<file path="src/rtl/segment_transition_ctl_pkg.sv">
// Shared types and constants for the segment transition controller.
// Transition mode codes, the controller state encoding, the repeat-count
// sentinel and a helper that recognises legal mode codes.
package segment_transition_ctl_pkg;

  localparam int NumSegment = 2;
  localparam int RepWidth = 16;
  localparam logic [RepWidth-1:0] RepInfinite = 16'hFFFF;

  typedef enum logic [7:0] {
    MODE_SYNC_IDX = 8'h00,
    MODE_SYS_TIME = 8'h01,
    MODE_GPIO     = 8'h02,
    MODE_EXT      = 8'hF0
  } transition_mode_t;

  typedef enum logic [1:0] {
    RUN     = 2'd0,
    WAIT    = 2'd1,
    STOPPED = 2'd2
  } segment_state_t;

  // True for the mode codes this controller knows how to act on.
  function automatic logic mode_known(input logic [7:0] mode);
    logic known;
    known = 1'b0;
    case (mode)
      MODE_SYNC_IDX, MODE_SYS_TIME, MODE_GPIO, MODE_EXT: known = 1'b1;
      default: known = 1'b0;
    endcase
    return known;
  endfunction

endpackage

</file>
<file path="src/rtl/segment_transition_ctl_trigger.sv">
// Swap-trigger evaluation for the segment transition controller.
// Holds the registered GPIO history used for rising-edge detection and
// selects the trigger condition for the latched transition mode.
module segment_transition_trigger
  import segment_transition_ctl_pkg::*;
(
  input  logic        clk,
  input  logic        rst,
  input  logic [7:0]  mode,
  input  logic [63:0] value,
  input  logic        idx_wrap,
  input  logic [63:0] sys_time,
  input  logic [3:0]  gpio_in,
  input  logic        was_stopped,
  output logic        trigger
);

  logic [3:0] gpio_prev;

  // One-cycle history of the GPIO inputs for edge detection.
  always_ff @(posedge clk or posedge rst) begin
    if (rst) begin
      gpio_prev <= '0;
    end else begin
      gpio_prev <= gpio_in;
    end
  end

  // Trigger condition for the latched mode; unknown codes never fire.
  always_comb begin
    trigger = 1'b0;
    case (mode)
      MODE_SYNC_IDX, MODE_EXT: trigger = idx_wrap | was_stopped;
      MODE_SYS_TIME:           trigger = (sys_time >= value);
      MODE_GPIO:               trigger = gpio_in[value[1:0]] & ~gpio_prev[value[1:0]];
      default:                 trigger = 1'b0;
    endcase
  end

endmodule

</file>
<file path="src/rtl/segment_transition_ctl.sv">
// Read-segment sequencer for one double-buffered memory (MOD or STM).
// Latches a host request on UPDATE_SETTINGS, swaps the active segment when
// the selected trigger fires, and counts passes to raise STOP when a finite
// repeat count runs out. EXT mode keeps toggling segments on every wrap.
// Optional build macro SEGMENT_TRANSITION_MISS_DETECT_EN adds a sticky MISSED
// flag for SYS_TIME targets that were already in the past when requested.
module segment_transition_ctl
  import segment_transition_ctl_pkg::*;
(
  input  logic                CLK,
  input  logic                RST,
  input  logic                UPDATE_SETTINGS,
  input  logic                REQ_RD_SEGMENT,
  input  logic [RepWidth-1:0] REP,
  input  logic [7:0]          TRANSITION_MODE,
  input  logic [63:0]         TRANSITION_VALUE,
  input  logic                IDX_WRAP,
  input  logic [63:0]         SYS_TIME,
  input  logic [3:0]          GPIO_IN,
  output logic                SEGMENT,
  output logic                IDX_RST,
  output logic                STOP,
  output logic                WAITING
`ifdef SEGMENT_TRANSITION_MISS_DETECT_EN
  ,
  output logic                MISSED
`endif
);

  localparam int SegW = $clog2(NumSegment);

  segment_state_t      state;
  logic [SegW-1:0]     req_l;
  logic [RepWidth-1:0] rep_l;
  logic [RepWidth-1:0] loop_cnt;
  logic [7:0]          mode_l;
  logic [63:0]         value_l;
  logic                was_stopped;
  logic                trigger;
`ifdef SEGMENT_TRANSITION_MISS_DETECT_EN
  logic                first_wait;
`endif

  segment_transition_trigger u_trigger (
    .clk         (CLK),
    .rst         (RST),
    .mode        (mode_l),
    .value       (value_l),
    .idx_wrap    (IDX_WRAP),
    .sys_time    (SYS_TIME),
    .gpio_in     (GPIO_IN),
    .was_stopped (was_stopped),
    .trigger     (trigger)
  );

  // Controller FSM: config latch, swap on trigger, pass counting and EXT toggling.
  always_ff @(posedge CLK or posedge RST) begin
    if (RST) begin
      state       <= RUN;
      SEGMENT     <= 1'b0;
      IDX_RST     <= 1'b0;
      STOP        <= 1'b0;
      WAITING     <= 1'b0;
      req_l       <= '0;
      rep_l       <= RepInfinite;
      loop_cnt    <= '0;
      mode_l      <= MODE_SYNC_IDX;
      value_l     <= '0;
      was_stopped <= 1'b0;
`ifdef SEGMENT_TRANSITION_MISS_DETECT_EN
      first_wait  <= 1'b0;
      MISSED      <= 1'b0;
`endif
    end else begin
      IDX_RST     <= 1'b0;
      // Lets SYNC_IDX/EXT swap immediately when leaving STOPPED: no wrap will come.
      was_stopped <= (state == STOPPED);
`ifdef SEGMENT_TRANSITION_MISS_DETECT_EN
      first_wait  <= 1'b0;
`endif
      if (UPDATE_SETTINGS) begin
        // A new request always wins over a trigger firing in the same cycle.
        if (mode_known(TRANSITION_MODE)) begin
          req_l   <= REQ_RD_SEGMENT;
          rep_l   <= REP;
          mode_l  <= TRANSITION_MODE;
          value_l <= TRANSITION_VALUE;
`ifdef SEGMENT_TRANSITION_MISS_DETECT_EN
          MISSED  <= 1'b0;
`endif
          if (REQ_RD_SEGMENT == SEGMENT) begin
            loop_cnt <= '0;
            STOP     <= 1'b0;
            WAITING  <= 1'b0;
            state    <= RUN;
          end else begin
            WAITING  <= 1'b1;
            state    <= WAIT;
`ifdef SEGMENT_TRANSITION_MISS_DETECT_EN
            first_wait <= 1'b1;
`endif
          end
        end
      end else begin
        case (state)
          RUN: begin
            if (IDX_WRAP) begin
              if (mode_l == MODE_EXT) begin
                SEGMENT <= ~SEGMENT;
                IDX_RST <= 1'b1;
              end else if (rep_l != RepInfinite) begin
                if (loop_cnt == rep_l) begin
                  STOP  <= 1'b1;
                  state <= STOPPED;
                end else begin
                  loop_cnt <= loop_cnt + 1'b1;
                end
              end
            end
          end
          WAIT: begin
            if (trigger) begin
              SEGMENT  <= req_l;
              IDX_RST  <= 1'b1;
              loop_cnt <= '0;
              STOP     <= 1'b0;
              WAITING  <= 1'b0;
              state    <= RUN;
`ifdef SEGMENT_TRANSITION_MISS_DETECT_EN
              if (first_wait && (mode_l == MODE_SYS_TIME)) begin
                MISSED <= 1'b1;
              end
`endif
            end
          end
          STOPPED: begin
            state <= STOPPED;
          end
          default: begin
            state <= RUN;
          end
        endcase
      end
    end
  end

endmodule

</file>
<file path="config.mk">
export PLATFORM = sky130hd
export DESIGN_NAME = segment_transition_ctl
export DESIGN_NICKNAME = d
export VERILOG_FILES = /design/src/rtl/segment_transition_ctl_pkg.sv /design/src/rtl/segment_transition_ctl_trigger.sv /design/src/rtl/segment_transition_ctl.sv
export SDC_FILE = /design/constraint.sdc
export NUM_CORES = 1
export LEC_CHECK = 0
export ABC_AREA = 1
export BUFFER_PORTS_ARGS = -buffer_cell sky130_fd_sc_hd__clkbuf_2
export CAP_MARGIN = 10
export CORE_MARGIN = 4
export CORE_UTILIZATION = 49
export CTS_BUF_LIST = sky130_fd_sc_hd__clkbuf_4 sky130_fd_sc_hd__clkbuf_8 sky130_fd_sc_hd__clkbuf_16
export CTS_CLUSTER_SIZE = 16
export DETAILED_ROUTE_END_ITERATION = 10
export GPL_ROUTABILITY_DRIVEN = 0
export GPL_TIMING_DRIVEN = 0
export PLACE_DENSITY = 0.77
export SETUP_SLACK_MARGIN = 0.2
export SYNTH_ARGS = -nofsm -noshare
export SYNTH_HDL_FRONTEND = slang
export SYNTH_SLANG_ARGS = --single-unit
</file>
<file path="constraint.sdc">
create_clock -name CLK -period 3.25 [get_ports CLK]
set_clock_uncertainty 0.1 [all_clocks]
set_input_delay 0.1625 -clock CLK [delete_from_list [all_inputs] [get_ports CLK]]
set_output_delay 0.1625 -clock CLK [all_outputs]
set_load 0.01 [all_outputs]
</file>
==> metrics.txt <==
leading cell type in the layout, fill and taps excluded=sky130_fd_sc_hd__nand2_1; reg-to-reg endpoint=loop_cnt[2]; Setup Fix Bufs, Post-CTS=0; number of vias after detailed routing=6643; total DRC errors in the routed layout=0; busiest layer in global routing=met2; worst hold path startpoint=IDX_WRAP; Worst Path Max Fanout=10; number of warning messages in the yosys log=0; number of buffers created by CTS=17; Die Height=127 um; insertion delay to the later sink of the worst-skew pair=0.41 ns; top-level I/O count=165; dominant register cell in the synthesized netlist=sky130_fd_sc_hd__dfrtp_1; first-pass detailed-route iteration total=5; transition at the pin with the smallest max-transition slack=0.626 ns; Setup Crit Path Kind=reg2reg; FF+latch count, synth=116; IR Drop Worst-Case VDD=0.373 mV; Post-Synthesis Net Count=1092; commonest cells after routing, fill and taps aside=sky130_fd_sc_hd__nand2_1, sky130_fd_sc_hd__clkbuf_2, sky130_fd_sc_hd__inv_1, sky130_fd_sc_hd__dfrtp_1, sky130_fd_sc_hd__dlygate4sd3_1; ANT nets after route=0; fill cell count=1040; status=finished clean; maximum clock insertion buffer count=2; maximum number of pins on one net before global-route repair=41; layout overhead on the synthesized area=37.2%; Starting DRT DRC Count=429; sequential element share of the synthesized area=42.3%; fin. max-slew vios=0; effective utilization at floorplan=50.0%; routed length per instance=14.1 um; vias in the first global route=6855; Final TNS setup=0 ns; wire length of the first global-routing pass=32000 um; number of nets at the end of the flow=1364; H-tree depth=4; critical path data arrival time=2.57 ns; final count of hold timing violations=0; sort of element at the end of the critical path=flip-flop; Slew Limit Headroom=58.1%; required time of the critical path=3.45 ns; Sink Count=116; max cap viols=0; startpoint of the worst-slack reg-to-reg timing path=value_l[15]; power density cells=571 mW/mm^2; clock period minus worst slack=2.38 ns; Total Power=0.00541 W; gr usage total=24.6%; met3 routing resource usage after global routing=5.43%; fraction of final layout cells sized beyond drive strength 1=23.0%; cells after synthesis=866; number of port buffers=163; met1 Track Usage GR=30.6%; root buffer selected by CTS=sky130_fd_sc_hd__clkbuf_16; number of standard-cell rows in the floorplan=43; worst r2r path cells=18; final count of negative-setup-slack endpoints=0; Leakage Power=4.93 nW; HPWL reported at the end of detailed placement=13200 um; setup repair after global routing missed its margin=false; met2 usage in global routing=42.3%; area of the core region=0.0138 mm^2; post-synthesis async set-or-reset flop share=100%; R2R Setup Slk=0.87 ns; GRT overflow=0; synthesized area=0.00691 mm^2; portion of the clock cycle consumed by the worst path in the final layout=73.1%; endpoint of the worst hold-timing path=IDX_RST; clock-pin slew on the worst setup and hold paths=0.05 ns; max frequency=421 MHz; crit start category=flip-flop; class of the most critical hold timing path=in2reg; Post-Route WL=18800 um; average size of a mapped cell=7.98 um^2; average via count per standard cell=4.99; Hold Crit Depth=5; CTS tree=yes; DIE AREA=0.0161 mm^2; Distinct cells, synth=42; initial antenna violation count=1; width of the chip=127 um; Post-synth EDFFs=0
==> layout make-up <==
type                            count  area (um^2)  area share (%)
Clock buffer                       28          552            5.82
Antenna cell                        1         2.50          0.0264
Buffer                             28          146            1.54
Sequential cell                   116         2920            30.8
Inverter                          122          462            4.87
Timing Repair Buffer              253         1750            18.4
Clock inverter                      3         40.0           0.422
Tap cell                          180          225            2.38
Multi-Input combinational cell    600         3380            35.7
==> kinds of logic after synthesis <==
| logic type | count (synthesis) | share of synthesized area, % |
|---|---|---|
| xor gates and xnor gates | 18 | 2.28 |
| adders and majority gates | 65 | 11.8 |
| buffers and inverters | 150 | 8.75 |
| AOI/OAI and AO/OA | 128 | 9.98 |
| DFF | 116 | 42.3 |
| and+or+nand+nor | 389 | 24.9 |
==> per-stage QoR <==
| step | instance area (um^2) | std cells | setup WS, ns | utilization [%] | hold WS [ns] |
|---|---|---|---|---|---|
| after floorplan | 6910 | 866 | 1.22 | - | 0.0939 |
| after detailed placement | 8010 | 1212 | 0.882 | 57.9 | 0.0161 |
| after CTS | 9470 | 1330 | 0.846 | 68.5 | 0.0307 |
| final | 9480 | 1331 | 0.873 | 68.5 | 0.0492 |
| after global placement | 7950 | 1209 | 0.798 | 57.5 | 0.192 |
| after global routing | 9480 | 1331 | 0.692 | 68.5 | 0.0646 |
==> state kept, by name (all words and copies together), names as in the netlist <==
| signal | cells |
|---|---|
| u_trigger.gpio_prev | 4 |
| loop_cnt | 16 |
| IDX_RST | 1 |
| rep_l | 16 |
| was_stopped | 1 |
| value_l | 64 |
| WAITING | 1 |
| mode_l | 8 |
| state | 2 |
| SEGMENT | 1 |
| req_l | 1 |
| STOP | 1 |
==> power by group <==
group / switching (W) / internal (W)
registers: 0.000193 / 0.00184
logic: 0.000862 / 0.000672
clock network: 0.000628 / 0.00122
==> cell usage after synthesis (2+ instances only) <==
master / instances / area [um^2]
sky130_fd_sc_hd__inv_2: 6 / 22.5
sky130_fd_sc_hd__xnor2_1: 16 / 140
sky130_fd_sc_hd__nor3_2: 2 / 20.0
sky130_fd_sc_hd__buf_4: 2 / 15.0
sky130_fd_sc_hd__a21o_1: 2 / 15.0
sky130_fd_sc_hd__nor2_1: 52 / 195
sky130_fd_sc_hd__clkbuf_1: 6 / 22.5
sky130_fd_sc_hd__dfstp_2: 16 / 420
sky130_fd_sc_hd__o22ai_1: 2 / 12.5
sky130_fd_sc_hd__a21oi_1: 32 / 160
sky130_fd_sc_hd__nand4_2: 2 / 25.0
sky130_fd_sc_hd__nor4_4: 2 / 42.5
sky130_fd_sc_hd__nand2_2: 2 / 12.5
sky130_fd_sc_hd__nand3_1: 20 / 100
sky130_fd_sc_hd__nor4_1: 3 / 18.8
sky130_fd_sc_hd__dfrtp_1: 100 / 2500
sky130_fd_sc_hd__o21ai_1: 50 / 250
sky130_fd_sc_hd__inv_1: 115 / 432
sky130_fd_sc_hd__o221ai_1: 2 / 17.5
sky130_fd_sc_hd__nand4_1: 33 / 206
sky130_fd_sc_hd__nand2_1: 255 / 957
sky130_fd_sc_hd__o21ai_0: 34 / 170
sky130_fd_sc_hd__ha_1: 65 / 813
sky130_fd_sc_hd__buf_2: 17 / 85.1
sky130_fd_sc_hd__nor2_2: 7 / 43.8
sky130_fd_sc_hd__xor2_1: 2 / 17.5
sky130_fd_sc_hd__nor3_1: 6 / 30.0
==> worst max-delay path, stage by stage (launching register included) <==
cell	delay, ns
sky130_fd_sc_hd__dfrtp_1	0.32
sky130_fd_sc_hd__inv_1	0.05
sky130_fd_sc_hd__ha_1	0.29
sky130_fd_sc_hd__nand2_1	0.07
sky130_fd_sc_hd__inv_2	0.05
sky130_fd_sc_hd__nand3_1	0.08
sky130_fd_sc_hd__nor2_1	0.15
sky130_fd_sc_hd__nand3_1	0.11
sky130_fd_sc_hd__nor2_1	0.11
sky130_fd_sc_hd__nor2_1	0.05
sky130_fd_sc_hd__nand2_1	0.11
sky130_fd_sc_hd__nand2_1	0.07
sky130_fd_sc_hd__nand2_1	0.08
sky130_fd_sc_hd__nand2_1	0.10
sky130_fd_sc_hd__nand4_2	0.12
sky130_fd_sc_hd__nand3_4	0.13
sky130_fd_sc_hd__buf_6	0.18
sky130_fd_sc_hd__nand2_1	0.06
sky130_fd_sc_hd__nand2_1	0.05
==> layer usage <==
metal / part of all wire [%] / vias to the layer above
li1: - / 3350
met4: 2.6 / 0
met2: 49 / 201
met1: 43 / 3049
met5: 0 / -
met3: 5.7 / 43
==> worst max path at each step <==
stage	startpoint	endpoint	slack (ns)	cells after the start
4_1_cts	value_l[15]	loop_cnt[0]	0.85	18
3_5_place_dp	value_l[15]	loop_cnt[0]	0.88	18
6_report	value_l[15]	loop_cnt[2]	0.87	18
5_1_grt	value_l[15]	state[1]	0.69	18
3_3_place_gp	RST	loop_cnt[11]	0.80	2
2_1_floorplan	value_l[55]	loop_cnt[9]	1.22	17
==> timing repair <==
action                                 in CTS  in global routing
hold buffers                               87                  0
endpoints found under the hold margin     127                  0
resized for setup                           0                  0
(Power assumes the default switching activity.)
